`config.mk`:
```
export PLATFORM = sky130hd
export DESIGN_NAME = pcm_playback_ctrl
export DESIGN_NICKNAME = d
export VERILOG_FILES = /design/src/rtl/audio_pkg.sv /design/src/rtl/pcm_rate_accum.sv /design/src/rtl/pcm_playback_ctrl.sv
export SDC_FILE = /design/constraint.sdc
export NUM_CORES = 1
export LEC_CHECK = 0
export ABC_AREA = 1
export BUFFER_PORTS_ARGS = -buffer_cell sky130_fd_sc_hd__buf_4
export CAP_MARGIN = 20
export CORE_MARGIN = 2
export CORE_UTILIZATION = 35
export CTS_CLUSTER_SIZE = 14
export DETAILED_ROUTE_END_ITERATION = 10
export GPL_TIMING_DRIVEN = 0
export PLACE_DENSITY_LB_ADDON = 0.3
export SYNTH_ARGS = -nofsm -noshare
export SYNTH_HDL_FRONTEND = slang
export SYNTH_SLANG_ARGS = --single-unit
```
`constraint.sdc`:
```
create_clock -name clk -period 2.9 [get_ports clk]
set_input_delay 0.29 -clock clk [delete_from_list [all_inputs] [get_ports clk]]
set_output_delay 0.29 -clock clk [all_outputs]
set_load 0.005 [all_outputs]
```
`src/rtl/audio_pkg.sv`:
```
// Shared types and constants for the PCM playback path: FSM states,
// the phase-increment ceiling and the frame size for each sample format.
package audio_pkg;

    typedef enum logic [1:0] {
        IDLE,
        FETCH,
        CAPTURE,
        OUTPUT
    } state_e;

    localparam logic [7:0] RATE_MAX = 8'd128;

    localparam logic [2:0] BYTES_8_MONO    = 3'd1;
    localparam logic [2:0] BYTES_8_STEREO  = 3'd2;
    localparam logic [2:0] BYTES_16_MONO   = 3'd2;
    localparam logic [2:0] BYTES_16_STEREO = 3'd4;

    function automatic logic [2:0] frame_bytes(input logic is16, input logic stereo);
        logic [2:0] n;
        case ({is16, stereo})
            2'b00:   n = BYTES_8_MONO;
            2'b01:   n = BYTES_8_STEREO;
            2'b10:   n = BYTES_16_MONO;
            default: n = BYTES_16_STEREO;
        endcase
        return n;
    endfunction

endpackage

```
`src/rtl/pcm_rate_accum.sv`:
```
// Phase accumulator: each tick adds the (clamped) rate to the low seven bits
// of the accumulator; a set bit 7 in the sum means a new frame is due.
module pcm_rate_accum
    import audio_pkg::*;
(
    input  logic       clk,
    input  logic       rst,
    input  logic       tick,
    input  logic [7:0] rate,
    input  logic       clear,
    output logic       frame_req
);

    logic [7:0] acc_q;
    logic [7:0] acc_d;
    logic [7:0] rate_eff;

    always_comb begin
        rate_eff  = (rate > RATE_MAX) ? RATE_MAX : rate;
        acc_d     = (acc_q & 8'h7F) + rate_eff;
        frame_req = tick && !clear && acc_d[7];
    end

    // clear wins over a simultaneous tick so a flush never leaves a stray phase
    always_ff @(posedge clk) begin
        if (rst || clear) begin
            acc_q <= '0;
        end else if (tick) begin
            acc_q <= acc_d;
        end
    end

endmodule

```
`src/rtl/pcm_playback_ctrl.sv`:
```
// PCM playback controller: turns rate-accumulator frame requests into FIFO
// byte fetches, assembles L/R samples, attenuates them and presents them.
module pcm_playback_ctrl
    import audio_pkg::*;
(
    input  logic        clk,
    input  logic        rst,
    input  logic        sample_tick,
    input  logic [7:0]  cfg_rate,
    input  logic        cfg_16bit,
    input  logic        cfg_stereo,
    input  logic [3:0]  cfg_atten,
    input  logic        flush,
    output logic        fifo_rd_en,
    input  logic [7:0]  fifo_rddata,
    input  logic        fifo_empty,
    input  logic        fifo_almost_empty,
    output logic [15:0] left_out,
    output logic [15:0] right_out,
    output logic        sample_valid,
    output logic        underrun,
    input  logic        irq_en,
    output logic        irq
);

    state_e      state_q;
    logic        pending_q;
    logic        underrun_q;
    logic        rd_taken_q;
    logic        is16_q;
    logic        stereo_q;
    logic [3:0]  atten_q;
    logic [2:0]  nbytes_q;
    logic [1:0]  byte_idx_q;
    logic [7:0]  samp_q [4];
    logic [15:0] left_q;
    logic [15:0] right_q;
    logic        sample_valid_q;
    logic        irq_q;

    logic        frame_req;
    logic [7:0]  cap_byte;
    logic [1:0]  slot;
    logic [7:0]  samp_d [4];
    logic [15:0] left_full;
    logic [15:0] right_full;
    logic [15:0] left_d;
    logic [15:0] right_d;
    logic        last_byte;

    pcm_rate_accum u_accum (
        .clk       (clk),
        .rst       (rst),
        .tick      (sample_tick),
        .rate      (cfg_rate),
        .clear     (flush),
        .frame_req (frame_req)
    );

    // Sample buffer slots are L_lo, L_hi, R_lo, R_hi; 8-bit bytes land in the high slots
    always_comb begin
        cap_byte   = rd_taken_q ? fifo_rddata : 8'h00;
        slot       = is16_q ? byte_idx_q : {byte_idx_q[0], 1'b1};
        samp_d     = samp_q;
        samp_d[slot] = cap_byte;
        left_full  = {samp_d[1], samp_d[0]};
        right_full = stereo_q ? {samp_d[3], samp_d[2]} : left_full;
        left_d     = $signed(left_full) >>> atten_q;
        right_d    = $signed(right_full) >>> atten_q;
        last_byte  = ({1'b0, byte_idx_q} == (nbytes_q - 3'd1));
        fifo_rd_en = (state_q == FETCH) && !fifo_empty;
    end

    always_ff @(posedge clk) begin
        if (rst) begin
            state_q        <= IDLE;
            pending_q      <= 1'b0;
            underrun_q     <= 1'b0;
            rd_taken_q     <= 1'b0;
            is16_q         <= 1'b0;
            stereo_q       <= 1'b0;
            atten_q        <= '0;
            nbytes_q       <= BYTES_8_MONO;
            byte_idx_q     <= '0;
            samp_q         <= '{default: 8'h00};
            left_q         <= '0;
            right_q        <= '0;
            sample_valid_q <= 1'b0;
            irq_q          <= 1'b0;
        end else begin
            sample_valid_q <= 1'b0;
            irq_q          <= irq_en && fifo_almost_empty;
            if (flush) begin
                state_q    <= IDLE;
                pending_q  <= 1'b0;
                underrun_q <= 1'b0;
            end else begin
                // A request landing while one is already pending is simply absorbed
                if (state_q == IDLE && pending_q) begin
                    pending_q <= 1'b0;
                end else if (frame_req) begin
                    pending_q <= 1'b1;
                end
                case (state_q)
                    IDLE: begin
                        if (pending_q) begin
                            state_q    <= FETCH;
                            is16_q     <= cfg_16bit;
                            stereo_q   <= cfg_stereo;
                            atten_q    <= cfg_atten;
                            nbytes_q   <= frame_bytes(cfg_16bit, cfg_stereo);
                            byte_idx_q <= '0;
                            samp_q     <= '{default: 8'h00};
                        end
                    end
                    FETCH: begin
                        rd_taken_q <= !fifo_empty;
                        if (fifo_empty) begin
                            underrun_q <= 1'b1;
                        end
                        state_q <= CAPTURE;
                    end
                    CAPTURE: begin
                        samp_q <= samp_d;
                        if (last_byte) begin
                            left_q         <= left_d;
                            right_q        <= right_d;
                            sample_valid_q <= 1'b1;
                            state_q        <= OUTPUT;
                        end else begin
                            byte_idx_q <= byte_idx_q + 2'd1;
                            state_q    <= FETCH;
                        end
                    end
                    OUTPUT: begin
                        state_q <= IDLE;
                    end
                    default: begin
                        state_q <= IDLE;
                    end
                endcase
            end
        end
    end

    assign left_out     = left_q;
    assign right_out    = right_q;
    assign sample_valid = sample_valid_q;
    assign underrun     = underrun_q;
    assign irq          = irq_q;

endmodule

```
==> After elaboration in Yosys (flattened, before gate mapping) <==
Cells that the tools add are included.
{ "op_classes": {"n_addsub": 3, "n_mul": 0, "n_div": 0, "order_cmp": 3, "n_eq_ne": 8, "n_shift": 2, "mux": 17, "bitwise_logic": 3, "reduce_logical": 22} }
{ "op_table": {"columns": ["op", "count"], "rows": [
  ["$pmux 32 s2", 1],
  ["$bwmux 32", 1],
  ["$mux 32", 1],
  ["$sshr 16x4->16", 2],
  ["$mux 8", 3],
  ["$demux 8 s2", 1],
  ["$mux 16", 1],
  ["$mux 2", 5],
  ["$reduce_and 3->1", 3],
  ["$add 7x8->8", 1],
  ["$gt 8x8->1 const B", 1],
  ["$pmux 2 s4", 1],
  ["$eq 2x2->1 const B", 3],
  ["$logic_and 1x1->1", 6],
  ["$pmux 3 s2", 1],
  ["$reduce_or 3->1", 2],
  ["$eq 2x1->1 const B", 2],
  ["$logic_not 2->1", 2],
  ["$ne 2x2->1 const B", 2],
  ["$pmux 2 s2", 1],
  ["$reduce_and 2->1", 2],
  ["$reduce_and 4->1", 1],
  ["$reduce_or 2->1", 2],
  ["$eq 2x3->1", 1],
  ["10 further kinds", 12]
]} }
{ "totals": {"register_bits": 89, "latchBits": 0, "ramBits": 0, "mem_bits_ro": 0, "inputBits": 29, "out_inout_bits": 36, "elab_cells": 76, "memories": 0} }

==> Depth between registers and ports, before layout <==
{ "logic_depth": {"ltp_word": 9, "ltp_mapped": 17, "depth_no_buf": 16} }

==> Modules after synthesis <==
Synthesis repeated with hierarchy kept, for this count alone.
{ "hier_totals": {"hier_cells": 935, "area_unflattened_um2": 5699.2} }
{ "modules_own_cells": {"columns": ["module", "n_inst", "cells_per_inst", "area_per_inst_um2", "seq_area_each_um2"], "rows": [
  ["pcm_playback_ctrl", 1, 818, 5019.8, 1641.6],
  ["pcm_rate_accum", 1, 117, 679.4, 140.1]
]} }

==> Worst setup path after synthesis <==
Ideal clock, no wire load.
{ "synth_path": {"path_kind": "input to register", "startpoint": "input port cfg_rate[4]", "endpoint": "register u_accum.acc_q[6]", "setup_ns": 0.115, "t_arrival_ns": 2.142, "t_required_ns": 2.785, "setup_slack_ns": 0.643, "cell_stages": 13, "n_path_buf": 0, "path_cell_list": "nor4_1 > a31oi_1 > nor2_1 > ha_1 > inv_1 > fa_1 > o21ai_0 > a21oi_1 > nor2_1 > nor2_1 > xnor2_1 > o21ai_0 > inv_1"} }
{ "synth_between": {"elab_chain_len": 3} }
{ "synth_lines": {"columns": ["item", "line_no", "source"], "rows": [
  ["start: declaration", "pcm_playback_ctrl.sv:9", "input logic [7:0] cfg_rate,"],
  ["$gt 8x8->1", "pcm_rate_accum.sv:19", "rate_eff = (rate > RATE_MAX) ? RATE_MAX : rate;"],
  ["$mux 8 *", "pcm_rate_accum.sv:19", null],
  ["$add 7x8->8 *", "pcm_rate_accum.sv:20", "acc_d = (acc_q & 8'h7F) + rate_eff;"],
  ["end signal: assignment", "pcm_rate_accum.sv:27", "acc_q <= '0;"],
  ["end signal: assignment", "pcm_rate_accum.sv:29", "acc_q <= acc_d;"],
  ["end: declaration", "pcm_rate_accum.sv:14", "logic [7:0] acc_q;"]
]} }
Mark *: on every way between the ends. The rest lies on a longest branch, timed or not.
A chain may end at the register's enable or synchronous reset.

==> Worst setup path in the final report <==
Same ends and word-level chain as after synthesis.

==> impl_metrics.tcl <==
set metrics [dict create \
    status "completed" \
    crit_chain "buf_4 -> nor4_1 -> a31oi_1 -> nor2_1 -> ha_1 -> inv_1 -> fa_1 -> o21ai_0 -> a21oi_1 -> nor2_1 -> nor2_1 -> xnor2_1 -> o21ai_0 -> inv_1" \
    synth.mux.area_fraction_pct 0 \
    setup_viol 0 \
    final_common_cell "nand2_1" \
    yosysSeqAreaShare_pct 31.0 \
    crit_slowest_cell "fa_1" \
    p_leak_uw 0.00309 \
    dp_cells 1218 \
    tightestPinTransition_ns 0.771 \
    portBuffers 61 \
    setup.worst_path.end_class "flop" \
    rsz0062_at_grt "false" \
    dr.max_layer_used "met4" \
    synth_area_um2 5750 \
    grt_usage_pct 22.1 \
    avgSynthCellArea_um2 6.11 \
    synth_area_leaders "dfxtp_1, nand2_1, nand3_1, a21oi_1, inv_1" \
    first_iter_violations 683 \
    initial_core_util_pct 36.0 \
    synth_cell_types 37 \
    cp-start-kind "primary input" \
    postCtsSetupBuffers 0 \
    die_h_um 132 \
    grt_pass1_wl_um 30800 \
    ctsResizeCount 0 \
    antenna_found_initial 0 \
    gp_congestion 0.954 \
    yosys.area_share.simple_pct 42.0 \
    max_freq_mhz 438 \
    hold_class "in2reg" \
    ir_drop_mv 0.257 \
    htree_levels 3 \
    coreArea_um2 15900 \
    drc 0 \
    drtPass1Iterations 5 \
    synth_top_cell_area_share_pct 31.0 \
    synth_edf_count 0 \
    grt_pass1_vias 5922 \
    powerDensity_nw_per_um2 397 \
    drt_wl_total_um 19200 \
    postCtsHoldBufs 0 \
    finalNonFillerCells 1232 \
    yosys_most_used_dff "dfxtp_1" \
    nNetsFinal 1053 \
    synth_fa_ha_area_share_pct 2.53 \
    clockBufferDepth 2 \
    die_area_um2 17500 \
    antenna_cells 0 \
    hold_violations 0 \
    wl_per_cell_um 15.6 \
    dr_wl_met3_um 1330 \
    period_share_pct 78.7 \
    grt_max_degree 14 \
    vias_per_cell 5.26 \
    slew_headroom_pct 48.3 \
    cts_made_buffers 9 \
    cpPeakStageDelay_ns 0.40 \
    synth_largest_area_cell "dfxtp_1" \
    fin_worst_skew_ns 0.0141 \
    async_flop_share_pct 0 \
    cts.clk_slew.worst_paths_ns 0.06 \
    clock_sinks 89 \
    synth-xor-area-share_pct 1.22 \
    ys.warnings.count 0 \
    path_max_fanout 4 \
    vias 6484 \
    nFillCells 1752 \
    die_x_um 132 \
    final_cell_mix "nand2_1, nand3_1, dfxtp_1, inv_1, a21oi_1" \
    maxSlewViolCount 0 \
    hpwl_um 14700 \
    route.met2.wl_um 8440 \
    syn-num-nets 981 \
    wl_met1_um 8840 \
    drive_gt1_share_pct 11.5 \
    area_growth_syn_to_layout_pct 17.6 \
    synth_top_family_by_area "simple AND/OR/NAND/NOR gates" \
    globalRouteOverflowTotal 0 \
    syn-instance-count 941 \
    synth-seq-cells 89 \
    fin_crit_ns 2.28 \
    tritoncts "done" \
    critical_path_arrival_ns 2.53 \
    fin_setup_tns_ns 0 \
    io_pins 65 \
    worst-endpoint-required_ns 3.15 \
    clock-root-buffer "clkbuf_16" \
    drv_cap 0 \
    worstSetupPathType "in2reg" \
    critPathMostFrequentCell "nor2_1" \
    clock_latency_ns 0.36 \
    ant_nets 0 \
    rows 46 \
    synth-compound-area-share_pct 13.5 \
]
[critical path: cells and delay by family]
kind / cells / cell delay, ns
simple gates: 4 / 0.58
buf+inv: 3 / 0.22
xor+xnor: 1 / 0.11
fa+ha+maj: 2 / 0.58
compound gates: 4 / 0.75
[path summary, 6_finish.rpt]
path                      endpoint  cells after the start  slack [ns]              start
setup reg to reg       left_out[6]                     12        0.63        nbytes_q[0]
hold reg to reg         samp_q[10]                      2        0.46         samp_q[10]
setup / recovery  u_accum.acc_q[6]                     14        0.62        cfg_rate[4]
hold / removal                 irq                      3        0.16  fifo_almost_empty
[flip-flops by register name (all words and copies together), names as in the netlist]
name,cells
is16_q,1
irq,1
rd_taken_q,1
atten_q,4
nbytes_q,3
u_accum.acc_q,7
stereo_q,1
byte_idx_q,2
right_out,16
pending_q,1
underrun,1
samp_q,32
state_q,2
left_out,16
sample_valid,1
[synthesized netlist by cell type (3+ instances only)]
cell / count
buf_2: 17
o21ai_0: 36
nand2_4: 3
nor2_4: 3
o21ai_1: 5
nand2_2: 3
inv_2: 5
nand4_1: 3
nand3_1: 189
buf_4: 3
clkbuf_1: 23
a31oi_1: 7
inv_1: 77
dfxtp_1: 89
o211ai_1: 11
ha_1: 10
nor2_1: 48
a22oi_1: 4
buf_1: 7
xnor2_1: 3
a21oi_1: 68
xor2_1: 5
nand2_1: 301
clkinv_1: 3
[routing by layer]
layer	GRT usage, %	vias up
li1	-	3223
met1	31.2	2985
met2	33.9	240
met3	3.61	36
met4	7.79	0
met5	0	-
[cell type report]
cell class                 count  area [um2]  area share, %
clock inverter                 3        42.5          0.629
buffer                        52         243           3.59
inverter                      85         319           4.72
multi-input combinational    715        3400           50.3
timing repair buffer          61         458           6.77
tap                          216         270           4.00
clock buffer                  11         243           3.59
sequential                    89        1780           26.4
[kinds of logic after synthesis]
| group | after synthesis |
|---|---|
| compound gates | 139 |
| xor+xnor | 8 |
| fa+ha+maj | 11 |
| buf+inv | 137 |
| flops | 89 |
| simple gates | 557 |
[stage by stage]
| step | setup WS, ns | hold slack [ns] | utilization (%) | cell area (um2) | power (uW) |
|---|---|---|---|---|---|
| floorplan | 0.643 | 0.404 | - | 5750 | 1420 |
| global placement | 0.208 | 0.449 | 40.6 | 6470 | 1510 |
| detailed placement | 0.236 | 0.455 | 40.6 | 6470 | 1510 |
| CTS | 0.592 | 0.162 | 42.4 | 6760 | 2690 |
| global route | 0.400 | 0.185 | 42.4 | 6760 | 2770 |
| finish | 0.616 | 0.159 | 42.4 | 6760 | 2680 |
[where the power goes]
group          switching, uW  internal (uW)  leakage [uW]
combinational            165           87.3       0.00223
clock                    513            681      0.000137
sequential              6.41           1230      0.000718
Power figures use the tool's default switching activity.
